## src/rtl/fetch_buffer.sv

```systemverilog
// Fetch stage: PC generation, imem request issue and in-order prefetch queue.
// Feeds decode one instruction per cycle; a redirect flushes and drops stale data.
module fetch_buffer #(
  parameter int XLEN = 32,
  parameter int DEPTH = 4,
  parameter logic [XLEN-1:0] RESET_PC = '0
) (
  input  logic            clk,
  input  logic            reset,
  input  logic            StallD,
  input  logic            PCSrcE,
  input  logic [XLEN-1:0] PCTargetE,
  output logic            imem_req,
  output logic [XLEN-1:0] imem_addr,
  input  logic            imem_gnt,
  input  logic            imem_rvalid,
  input  logic [XLEN-1:0] imem_rdata,
  output logic            ValidD,
  output logic [XLEN-1:0] InstrD,
  output logic [XLEN-1:0] PCD,
  output logic [XLEN-1:0] PCPlus4D
);

  localparam int PW = $clog2(DEPTH);
  localparam int CW = PW + 1;
  localparam logic [XLEN-1:0] NOP = XLEN'(32'h0000_0013);

  logic [XLEN-1:0] fpc;
  logic [XLEN-1:0] rpc;
  logic [XLEN-1:0] instrQ [DEPTH];
  logic [XLEN-1:0] pcQ [DEPTH];
  logic [PW-1:0]   head;
  logic [PW-1:0]   tail;
  logic [CW-1:0]   count;
  logic [CW-1:0]   outstanding;
  logic [CW-1:0]   discard;

  logic            pop;
  logic            push;
  logic            grant;
  logic [CW:0]     inUse;

  assign ValidD = (count != '0) && !reset;
  assign pop = ValidD && !StallD && !PCSrcE;
  assign inUse = {1'b0, count} + {1'b0, outstanding} - (CW+1)'(pop);
  assign imem_req = !reset && !PCSrcE && (inUse < (CW+1)'(DEPTH));
  assign imem_addr = reset ? RESET_PC : fpc;
  assign grant = imem_req && imem_gnt;
  assign push = imem_rvalid && (discard == '0) && !PCSrcE;

  assign InstrD = ValidD ? instrQ[head] : NOP;
  assign PCD = ValidD ? pcQ[head] : '0;
  assign PCPlus4D = ValidD ? pcQ[head] + XLEN'(1) : '0;

  // Fetch/response pointers, queue occupancy and in-flight bookkeeping
  always_ff @(posedge clk) begin
    if (reset) begin
      fpc <= RESET_PC;
      rpc <= RESET_PC;
      head <= '0;
      tail <= '0;
      count <= '0;
      outstanding <= '0;
      discard <= '0;
    end else begin
      outstanding <= outstanding + CW'(grant) - CW'(imem_rvalid);
      if (PCSrcE) begin
        fpc <= PCTargetE;
        rpc <= PCTargetE;
        head <= '0;
        tail <= '0;
        count <= '0;
        discard <= outstanding + CW'(grant) - CW'(imem_rvalid);
      end else begin
        if (grant)
          fpc <= fpc + XLEN'(1);
        if (imem_rvalid && discard != '0)
          discard <= discard - CW'(1);
        if (push) begin
          rpc <= rpc + XLEN'(1);
          tail <= tail + PW'(1);
        end
        if (pop)
          head <= head + PW'(1);
        count <= count + CW'(push) - CW'(pop);
      end
    end
  end

  // Queue storage; contents are only visible through the head when ValidD
  always_ff @(posedge clk) begin
    if (push) begin
      instrQ[tail] <= imem_rdata;
      pcQ[tail] <= rpc;
    end
  end

  rvalidWithoutRequest: assert property (
    @(posedge clk) disable iff (reset)
    !(imem_rvalid && outstanding == '0)
  );

endmodule

```

## config.mk

```make
export PLATFORM = sky130hd
export DESIGN_NAME = fetch_buffer
export DESIGN_NICKNAME = d
export VERILOG_FILES = /design/src/rtl/fetch_buffer.sv
export SDC_FILE = /design/constraint.sdc
export NUM_CORES = 1
export LEC_CHECK = 0
export ABC_AREA = 1
export CORE_MARGIN = 2
export CORE_UTILIZATION = 30
export DETAILED_ROUTE_END_ITERATION = 16
export PLACE_DENSITY_LB_ADDON = 0.05
export SYNTH_ARGS = -nofsm -noshare
export SYNTH_HDL_FRONTEND = slang
export SYNTH_SLANG_ARGS = --single-unit
```

## constraint.sdc

```tcl
create_clock -name clk -period 7.5 [get_ports clk]
set_input_delay 0.75 -clock clk [delete_from_list [all_inputs] [get_ports clk]]
set_output_delay 0.75 -clock clk [all_outputs]
set_load 0.02 [all_outputs]
```

==> metrics.txt <==
status=finished clean; hold slack=0.455 ns; CP Capture Type=output pin; period utilization=between 70 and 80%; Power Total=roughly 4.6 mW; most frequent cell after synthesis=nand2_1; synth-to-layout area growth=23.7%; Worst R2R Start=count[1]$_SDFF_PP0_; IO buf count=roughly 200; share of the synthesized area in the top cell type=a little under half; die area=about 0.056 mm^2; crit-path cells=clkinv_2 -> buf_12 -> nand2_1 -> nand3_1 -> nand2_2 -> nor2_1 -> nand2_1 -> nor2_2 -> inv_2 -> nor4_4 -> nand2_1 -> nand2_1 -> a21oi_1 -> clkdlybuf4s50_1; Syn Inst Count=around 1.8k; worst-case reg-to-reg path depth=21; Final Routed Wirelength=approximately 50 mm; PD cells=226 mW/mm^2; synthesized area per cell=approximately 9.0 um^2; GP Congestion=around 0.84; Max-slew headroom=between 30% and 40%; post-DP HPWL=roughly 33 mm; Tmin final=5.80 ns; Post-Syn Area=approximately 0.016 mm^2; CP max stage cell=dfxtp_4; Post-synth EDFFs=around 260; post-synth top area cell=edfxtp_1; worst skew pair latency=between 0.5 and 0.6 ns; Most used DFF post-synth=edfxtp_1; max-slew violation count=0; Total Neg Setup Slack=0 ns; Synth top cells by count=nand2_1, nor2_1, edfxtp_1; vias=13.0k; Data arrival, critical path=between 5 and 6 ns; CTS Sinks=between 300 and 400; placement row count=85; Num CTS Buffers=40; Post-Syn Nets=between 1.5k and 2k; # DRC=0; worst r2r dst=discard[2]$_SDFFE_PP0P_; Ys Warns=0; CTS tree=done; CP peak stage delay=between 0.9 and 1 ns; synth unique cells=50; synth top area cells=edfxtp_1, dfxtp_1, nand2_1; Leakage=about 7.3 nW; Hold Vio Cnt, Final=0; clk buf depth=3; total track usage=between 15 and 20%; largest net degree at the start of global routing=between 80 and 90; Max VDD drop=~0.13 mV; vias in the first global route=roughly 13k; Die H=around 240 um; most used cell, CP=nand2_1; Fmax achieved=around 170 MHz; core area=between 0.05 and 0.06 mm^2; delay-heaviest family, CP=buffers and inverters; die width=~240 um; Post-CTS Hold Buffers=0; WP data required=~6.8 ns; worst reg-to-reg setup slack=about 3.8 ns; Hold Path Depth=2; actual slew at the worst max-slew pin=slightly above 1 ns; clock-pin transition on the worst setup and hold timing paths=0.06 ns; WP buf/inv=4; DRT iter0 DRCs=750; Worst Path Max Fanout=between 80 and 90; WL/cell=approximately 18 um; I/O pin cnt=200; post-CTS sizing=0; Clock Skews=~0.024 ns; root buffer cell=clkbuf_16; 1st-pass router iterations=7; Post-synth ARST share=0%; grt ovf=0; CP Class=flip-flop to output pin; initial core utilization=about 30%; Hold Path Origin=head[1]$_SDFFE_PP0P_; post-route ant nets=0; Startpoint Class=flip-flop; Seq/Total Area, Yosys=between 50% and 60%; total setup buffers inserted after CTS=0; initial antenna violation count=1; first-pass GRT wire length=~77 mm; Hold Path Class=flip-flop to flip-flop; max-cap violations=0; layout cells sized above 1=under 10%; routed vias/inst=between 4 and 5; flops & latches, synth=335; H-tree levels=2; Total Nets Final=~2.1k; RSZ-0062 raised after global routing=no; Final setup violation count=0
[layout make-up]
type / instances / area (um^2)
Antenna cell: 1 / 2.50
Clock buffer: 48 / 1100
Clock inverter: 23 / 195
Fill cell: 5473 / 33700
Inverter: 131 / 495
Multi-Input combinational cell: 1276 / 6190
Sequential cell: 335 / 9270
Tap cell: 696 / 871
Timing Repair Buffer: 215 / 2120
[worst max path at each step]
stage | start | endpoint | cells past startpoint
3_5_place_dp | flip-flop | PCPlus4D[18] | 14
6_report | flip-flop | PCPlus4D[18] | 14
2_1_floorplan | imem_rvalid | instrQ[0][0]$_DFFE_PP_ | 6
5_1_grt | flip-flop | PCPlus4D[18] | 14
3_3_place_gp | flip-flop | PCPlus4D[18] | 14
4_1_cts | flip-flop | PCPlus4D[18] | 14
[where the power goes]
group	switching, mW	internal, mW	total (mW)
logic	0.317	0.181	0.498
registers	0.0700	2.08	2.15
clock network	0.774	1.15	1.92
total	1.16	3.41	4.57
[logic make-up after synthesis]
group	share of synthesized area, %
buffers and inverters	5.78
xor gates and xnor gates	3.16
DFF	56.6
AOI/OAI and AO/OA	8.09
adders and majority gates	1.47
and+or+nand+nor	24.9
[metal layers]
layer,track usage [%],wire [um]
met1,24.3,23900
met2,29.0,22900
met3,2.94,2200
met4,4.15,884
met5,0,11
[through the flow]
stage	util, %	worst slack [ns]	instances	instance area, um^2
4_1_cts	37.6	1.58	2724	20200
3_3_place_gp	35.1	2.27	2653	19000
3_5_place_dp	35.1	2.21	2653	19000
5_1_grt	37.6	1.27	2724	20200
2_1_floorplan	-	2.91	1827	16400
6_report	37.6	1.70	2725	20300
[worst reg2reg max path, cell delays in order (launching register included)]
cell and delay [ns]:
dfxtp_1 0.41, inv_1 0.10, nand2_1 0.16, nand2_2 0.10, inv_1 0.18, nand2_1 0.09
ha_1 0.30, nand2_1 0.05, inv_1 0.06, nand3_2 0.09, nand3_1 0.09, nand3_2 0.10
nor2_4 0.16, nand2_4 0.29, ha_1 0.41, inv_1 0.04, ha_1 0.18, fa_1 0.36
inv_1 0.07, xor2_1 0.18, o211ai_1 0.11, a21oi_1 0.15
[sequential cells by signal (all words and copies together) (netlist names), named ones only]
register / count
instrQ: 128
count: 3
fpc: 32
outstanding: 3
discard: 3
pcQ: 128
tail: 2
rpc: 32
head: 2
[cells in the final DEF (no fill, tap or decap), types with 19 or more instances in the layout]
cell	count
nand4_1	19
nor2_1	307
clkbuf_16	42
a31oi_1	25
clkdlybuf4s50_1	197
a21oi_1	92
o21ai_0	106
inv_1	121
nand3_1	128
dfxtp_1	77
xor2_1	45
edfxtp_1	256
nand2_1	412
nor3_1	28
No activity file was read; power rests on OpenSTA's default activity.
